[config.mk]
export PLATFORM = sky130hd
export DESIGN_NAME = fb_write_arbiter
export DESIGN_NICKNAME = d
export VERILOG_FILES = /design/src/rtl/fb_pkg.sv /design/src/rtl/arb_rr2.sv /design/src/rtl/fb_write_arbiter.sv
export SDC_FILE = /design/constraint.sdc
export NUM_CORES = 1
export LEC_CHECK = 0
export CAP_MARGIN = 20
export CELL_PAD_IN_SITES_DETAIL_PLACEMENT = 1
export CELL_PAD_IN_SITES_GLOBAL_PLACEMENT = 2
export CORE_MARGIN = 3
export CORE_UTILIZATION = 25
export DETAILED_ROUTE_END_ITERATION = 8
export HOLD_SLACK_MARGIN = 0.03
export PLACE_DENSITY = 0.86
export SYNTH_ARGS = -nofsm -noshare
export SYNTH_HDL_FRONTEND = slang
export SYNTH_SLANG_ARGS = --single-unit
[constraint.sdc]
create_clock -name clock -period 3.62 [get_ports clock]
set_input_delay 1.086 -clock clock [delete_from_list [all_inputs] [get_ports clock]]
set_output_delay 1.086 -clock clock [all_outputs]
set_load 0.005 [all_outputs]
[src/rtl/fb_pkg.sv]
// Framebuffer constants shared by the arbiter, VGA read side and ROM copier.
package fb_pkg;
    localparam int ADDR_W    = 19;
    localparam int DATA_W    = 8;
    localparam int IMG_W     = 160;
    localparam int IMG_H     = 120;
    localparam int N_PIX     = IMG_W * IMG_H;
    localparam int MAX_BURST = 16;

    localparam logic [1:0] IDLE = 2'd0;
    localparam logic [1:0] OWN0 = 2'd1;
    localparam logic [1:0] OWN1 = 2'd2;
endpackage

[src/rtl/arb_rr2.sv]
// Combinational two-way round-robin pick: ptr breaks ties, a lone request always wins.
module arb_rr2 (
    input  logic req0,
    input  logic req1,
    input  logic ptr,
    output logic valid,
    output logic winner
);
    always_comb begin
        valid  = req0 | req1;
        winner = (req0 & req1) ? ptr : req1;
    end
endmodule

[src/rtl/fb_write_arbiter.sv]
// Framebuffer RAM write-port arbiter: copier (0) vs image engine (1), round-robin
// with burst locking, registered write path and out-of-range beat suppression.
module fb_write_arbiter #(
    parameter int ADDR_W    = fb_pkg::ADDR_W,
    parameter int DATA_W    = fb_pkg::DATA_W,
    parameter int N_PIX     = fb_pkg::N_PIX,
    parameter int MAX_BURST = fb_pkg::MAX_BURST
) (
    input  logic              clock,
    input  logic              reset,
    input  logic              req0,
    input  logic [ADDR_W-1:0] addr0,
    input  logic [DATA_W-1:0] data0,
    input  logic              last0,
    output logic              gnt0,
    input  logic              req1,
    input  logic [ADDR_W-1:0] addr1,
    input  logic [DATA_W-1:0] data1,
    input  logic              last1,
    output logic              gnt1,
    output logic [ADDR_W-1:0] ram_wraddr,
    output logic [DATA_W-1:0] ram_data,
    output logic              ram_wren,
    output logic              busy,
    output logic              err_oob
);
    import fb_pkg::IDLE;
    import fb_pkg::OWN0;
    import fb_pkg::OWN1;

    localparam int                CNT_W     = $clog2(MAX_BURST);
    localparam logic [CNT_W-1:0]  CNT_LAST  = CNT_W'(MAX_BURST - 1);
    localparam logic [ADDR_W-1:0] PIX_LIMIT = ADDR_W'(N_PIX);

    logic [1:0]        state, state_nxt;
    logic              ptr, ptr_nxt;
    logic [CNT_W-1:0]  beat_cnt;

    logic              owning, own_id;
    logic              cur_req, cur_last;
    logic [ADDR_W-1:0] cur_addr;
    logic [DATA_W-1:0] cur_data;
    logic              accept, burst_end, in_range;
    logic              pick_ptr, pick_valid, pick;

    always_comb begin
        owning    = (state == OWN0) || (state == OWN1);
        own_id    = (state == OWN1);
        cur_req   = own_id ? req1  : req0;
        cur_addr  = own_id ? addr1 : addr0;
        cur_data  = own_id ? data1 : data0;
        cur_last  = own_id ? last1 : last0;
        accept    = owning & cur_req;
        burst_end = owning & (~cur_req | cur_last | (beat_cnt == CNT_LAST));
        in_range  = cur_addr < PIX_LIMIT;
        // While owning, pointing the picker at the other side yields the
        // handover rule: other requester first, else the current one if still asking.
        pick_ptr  = owning ? ~own_id : ptr;
    end

    arb_rr2 u_pick (
        .req0   (req0),
        .req1   (req1),
        .ptr    (pick_ptr),
        .valid  (pick_valid),
        .winner (pick)
    );

    always_comb begin
        state_nxt = state;
        ptr_nxt   = ptr;
        if (!owning) begin
            if (pick_valid) state_nxt = pick ? OWN1 : OWN0;
        end else if (burst_end) begin
            ptr_nxt   = ~own_id;
            state_nxt = pick_valid ? (pick ? OWN1 : OWN0) : IDLE;
        end
    end

    always_ff @(posedge clock or negedge reset) begin
        if (!reset) begin
            state      <= IDLE;
            ptr        <= 1'b0;
            beat_cnt   <= '0;
            ram_wren   <= 1'b0;
            ram_wraddr <= '0;
            ram_data   <= '0;
            err_oob    <= 1'b0;
        end else begin
            state    <= state_nxt;
            ptr      <= ptr_nxt;
            ram_wren <= accept & in_range;
            if (burst_end)   beat_cnt <= '0;
            else if (accept) beat_cnt <= beat_cnt + 1'b1;
            if (accept) begin
                ram_wraddr <= cur_addr;
                ram_data   <= cur_data;
            end
            if (accept && !in_range) err_oob <= 1'b1;
        end
    end

    always_comb begin
        gnt0 = (state == OWN0);
        gnt1 = (state == OWN1);
        busy = gnt0 | gnt1;
    end
endmodule

# ---- Word-level counts from Yosys, hierarchy flattened
# Cells that the tools add are included.
dict set report op_classes {
  add_sub_neg 1
  n_lt_le_gt_ge 1
  eq_ne 4
  n_mux 13
  bitwise_logic 10
  n_reduce_logical 7
}
# op n
set ops {}
lappend ops {{19-bit by 15-bit < comparator with 1-bit output (second input constant)} 1}
lappend ops {{19-bit 2-to-1 mux} 1}
lappend ops {{2-bit 2-to-1 mux} 5}
lappend ops {{4-bit 2-to-1 mux} 2}
lappend ops {{8-bit 2-to-1 mux} 1}
lappend ops {{4-bit by 1-bit adder with 4-bit output (second input constant)} 1}
lappend ops {{1-bit bitwise AND} 4}
lappend ops {{4-bit == test (second input constant)} 1}
lappend ops {{1-bit 2-to-1 mux} 4}
lappend ops {{1-bit bitwise OR} 4}
lappend ops {{2-bit AND reduction} 2}
lappend ops {{2-bit nonzero test} 2}
lappend ops {{2-bit by 1-bit == test with 1-bit output (second input constant)} 1}
lappend ops {{2-bit == test (second input constant)} 1}
lappend ops {{2-bit by 1-bit != test with 1-bit output (second input constant)} 1}
lappend ops {{1-bit inverter} 2}
lappend ops {{1-bit logical AND} 1}
lappend ops {{1-bit logical NOT} 1}
lappend ops {{1-bit logical OR} 1}
dict set report totals {
  reg_bits 36
  input_bits 60
  out_inout_bits 32
}

# ---- Logic depth before layout (Yosys ltp)
dict set report depth {
  ltp_word 8
  ltp_mapped 8
  ltp_nobuf 6
}

# ---- Cells and area by module
# From an unflattened synthesis, not the netlist that was laid out.
dict set report hier_totals {
  cells_unflattened 186
  area_unflattened_um2 1821.7
}
# module instances cells_per_inst area_per_inst_um2 seq_area_each_um2
set by_module_without_submodules {}
lappend by_module_without_submodules {fb_write_arbiter 1 183 1804.2 900.9}
lappend by_module_without_submodules {arb_rr2 1 3 17.5 0.0}

# ---- Least setup slack after synthesis
# No wires, ideal clock.
dict set report synth_timing {
  kind {flip-flop to output port}
  from {register state[0]}
  to {output port busy}
  arrival_ps 999
  setup_slack_ps 1535
  path_stages_with_launch 5
  path_buffers 1
  path_cell_list {dfrtp_1 -> inv_1 -> ha_1 -> buf_2 -> inv_1}
}
dict set report synth_via {
  elab_chain_len 2
}
# element line
set synth_rtl {}
lappend synth_rtl {{from (decl)} fb_write_arbiter.sv:35} ;# logic [1:0] state, state_nxt;
lappend synth_rtl {{from (signal assigned)} fb_write_arbiter.sv:90} ;# state <= state_nxt;
lappend synth_rtl {{2-bit by 1-bit == test with 1-bit output or 2-bit == test (tied branches)} {fb_write_arbiter.sv:104, fb_write_arbiter.sv:105}}
lappend synth_rtl {{1-bit bitwise OR (*)} fb_write_arbiter.sv:106} ;# busy = gnt0 | gnt1;
lappend synth_rtl {{to (decl)} fb_write_arbiter.sv:24} ;# output logic busy,
# Mark *: on every way between the ends. The rest lies on a longest branch, timed or not.

# ---- Worst setup path in the final report
# Same ends and word-level chain as after synthesis.

==> run summary <==
Summed over all layers, the global routing overflow is 0. The worst setup path is launched from a flop. The logs give 2.53 ns for the worst path required time and 901 um2 for the storage element area. The fraction of layout cells with a size suffix above 1 works out to 5.20%. The post-route core utilization is 41.5%, and the clock latency of the later-clocked register in the worst-skew pair is 0.29 ns. When the netlist entered floorplanning its net count stood at 243.

The highest-delay cell along the critical path was ha_2. The clock period could shrink to 2.95 ns. The ratio of final minimum period to clock period was 81.6%. Final net count: 332. The run gives 38 as the number of distinct library cell variants in the gate-level netlist after synthesis. The share of the yosys chip area belonging to registers came out at 47.9%. During I/O placement, the number of pins put on the boundary was 92. The clock tree root driver cell was clkbuf_8. For the estimated wirelength of the detail-placed design, the log shows 4.15 mm. The endpoint of the worst hold-timing path is err_oob.

STA classifies the critical path endpoint as an output port. For the number of DRC violations after detailed-routing iteration 0, the log shows 42. The tools report the initial standard-cell utilization of the core as 26.6%. Using the TritonRoute via totals, the vias-per-cell ratio works out to 4.55. The maximum number of pins on one net before global-route repair was 56; the number of hold-slack violations in the final timing report was 0.

Dividing total power by cell area gives a power density of 766 nW/um2. The run gives 2 as the H-tree level count. The final layout contains routed wiring with a total length of 5.50 mm. In this design, the stage delay of the slowest critical-path cell is 0.49 ns. Measured along the y axis, the die boundary spans 92.7 um.

The tools report the worst reg2reg path endpoint as ptr. Setup repair after global routing left no endpoint under its margin. For the global-route wire length before repair, the log shows 8.93 mm. Setup total negative slack on the finished layout was measured at 0 ns.

The number of hold-repair buffers added at the cts stage is 0. Among cell families on the critical path, the largest total delay comes from buffers and inverters. Maximum VDD drop: 305 uV. The first TritonRoute pass finished after 4 iterations. Traced cell by cell, the critical path runs through inv_1, ha_2, inv_1, clkdlybuf4s50_1.

Of all nets on the critical path, the largest fanout is 10. The max-slew violation count was 0; the register clock-pin slew on the reported worst setup and hold paths was 0.08 ns. The number of input and output port buffers inserted is 91, and the slack of the critical path is 0.667 ns. In this run the mean area of a mapped cell was 10.4 um2. The tools report the area of the core as 7060 um2.

The run gives 44.1% as the worst slew margin relative to its limit. The yosys synthesis warning count is 0. On the final layout, the worst clock skew is 0.00914 ns. For this run, design rule violations remaining after detail routing come to 0. Final weighted congestion of routability-driven global placement: 0.724. The setup fix buffers added after clock tree synthesis came out at 0. The width of the chip was 92.7 um. The most used flip-flop cell after synthesis is dfrtp_1. The synthesized design contains 36 register bits. Number of instances in the synthesized netlist: 180.

TritonCTS built the clock tree. The clock passes through at most 2 buffers. After filler insertion, the fill cell instance count of the layout stands at 832.

The run gives 36 as the count of clock tree sinks. Counting both buffers and inverters, the worst setup path holds a total of 3. In this run the core area contains 30 standard-cell rows. Before CTS, the worst setup slack after placement is 0.809 ns. The average detailed-routed wire length per instance works out to 15.1 um. The flow ran to the end, and the final reports show no timing, DRC or antenna violations. Data arrives at the worst endpoint at 1.87 ns. The multi-input combinational cells in the finished layout cover a total of 900 um2. The number of endpoints failing setup at the final stage is 0, and the instance count along the most critical hold path is 1. For the post-cts resize count, the log shows 0. The total die area came out at 8600 um2.

Worst hold slack across all endpoints: 0.461 ns. The setup check on the worst reg-to-reg path leaves a slack of 1.33 ns. The number of antenna diodes is 0, and the fraction of registers with async set or reset after synthesis is 100%. Most common cell after layout, fill and taps aside: clkdlybuf4s50_1. The synthesized netlist occupies a cell area of 1880 um2. The worst register-to-register path begins at state[0]. Counting the buffers created by CTS gives 5. Pin slew with the least headroom to its limit: 0.839 ns.

The cell repeated most along the worst path is inv_1. The remaining antenna violation count is 0. The startpoint identified for the worst hold timing path is err_oob.

The share of Yosys cell area claimed by the top area cell type is 47.9%. The tools report the number of antenna violations at the first check in global routing as 0. The category of the critical setup timing path was flop to output port. Count of flip-flops with a built-in enable after synthesis: 0.

The tool flagged a number of max-cap violations equal to 0. Relative to the synthesized area, the layout overhead comes to 55.8%. The design draws 2.24 mW.

The worst min-delay path category is flop to flop. The biggest area contributor in the post-synthesis netlist is dfrtp_1. The worst-case reg-to-reg path depth was 6. Peak clock frequency supported by timing: 0.339 GHz.

The tools report the overall via count from detail_route as 1661. The global routing usage summed across all routing layers came out at 13.2%. Leakage dissipation: 1.21 nW. Ranked by total cell area, the synthesized netlist is headed by dfrtp_1 48%, mux2i_1 14%, a21oi_1 7.7%. In the layout the commonest cells are 90 x clkdlybuf4s50_1, 36 x dfrtp_1, 30 x nor2_1.

The via count of the first global-routing pass came out at 1847.
-- worst max-delay path by stage --
stage	start	endpoint	slack (ns)	depth (start not counted)
CTS	state[0]	busy	0.64	4
finish	state[0]	busy	0.67	4
global route	state[0]	busy	0.56	4
global placement	req1	ram_data[1]	0.86	5
detailed placement	req1	ram_wraddr[5]	0.81	4
floorplan	state[0]	busy	1.54	4
-- synth_stat cells, drive strengths merged (2+ instances only) --
cell and count:
dfrtp 36, nor2 31, a21oi 29, mux2i 29, buf 10, inv 5
nand3 4, o21ai 4, and3 3, ha 3, nor3 3, a21o 2
mux2 2, nand2 2
-- final cells by class --
type                    instances  share of cell area [%]
clock buffers                   6                    2.48
multi-input cells             129                    30.7
inverters                       5                   0.640
flip-flops and latches         36                    30.7
well taps                      96                    4.10
repair buffers                 92                    31.2
clock inverters                 1                   0.171
-- per-stage QoR --
| stage | cell area, um2 | instances |
|---|---|---|
| final | 2930 | 365 |
| after global routing | 2930 | 365 |
| after floorplan | 1880 | 180 |
| after detailed placement | 2850 | 358 |
| after CTS | 2930 | 365 |
| after global placement | 2850 | 358 |
-- sequential cells by signal, indices dropped and copies added, names as in the netlist --
| name | cells |
|---|---|
| ram_wraddr | 19 |
| ram_data | 8 |
| beat_cnt | 4 |
| state | 2 |
| err_oob | 1 |
| ptr | 1 |
| ram_wren | 1 |
-- cell families (layout without fill, tap and decap cells) --
family	count (synthesis)	after routing	share of synthesized area [%]
compound gates	42	42	12.7
xor+xnor	2	2	0.932
fa+ha+maj	3	3	2.00
buf+inv	15	104	4.39
flops	36	36	47.9
mux	31	31	17.7
simple gates	51	51	14.4
-- power breakdown --
group	internal (mW)	total, mW	switching, mW
clock	0.131	0.278	0.147
combinational	0.674	1.28	0.608
sequential	0.588	0.685	0.0966
total	1.39	2.24	0.851
-- per-layer routing --
layer  share of wire (%)  vias up  GRT usage, %
met4                0.96        0          3.30
met3                 8.0        6          4.96
met1                  40      793          14.4
li1                    -      812             -
met2                  51       50          24.0
met5                   0        -             0
(Power assumes the default switching activity.)
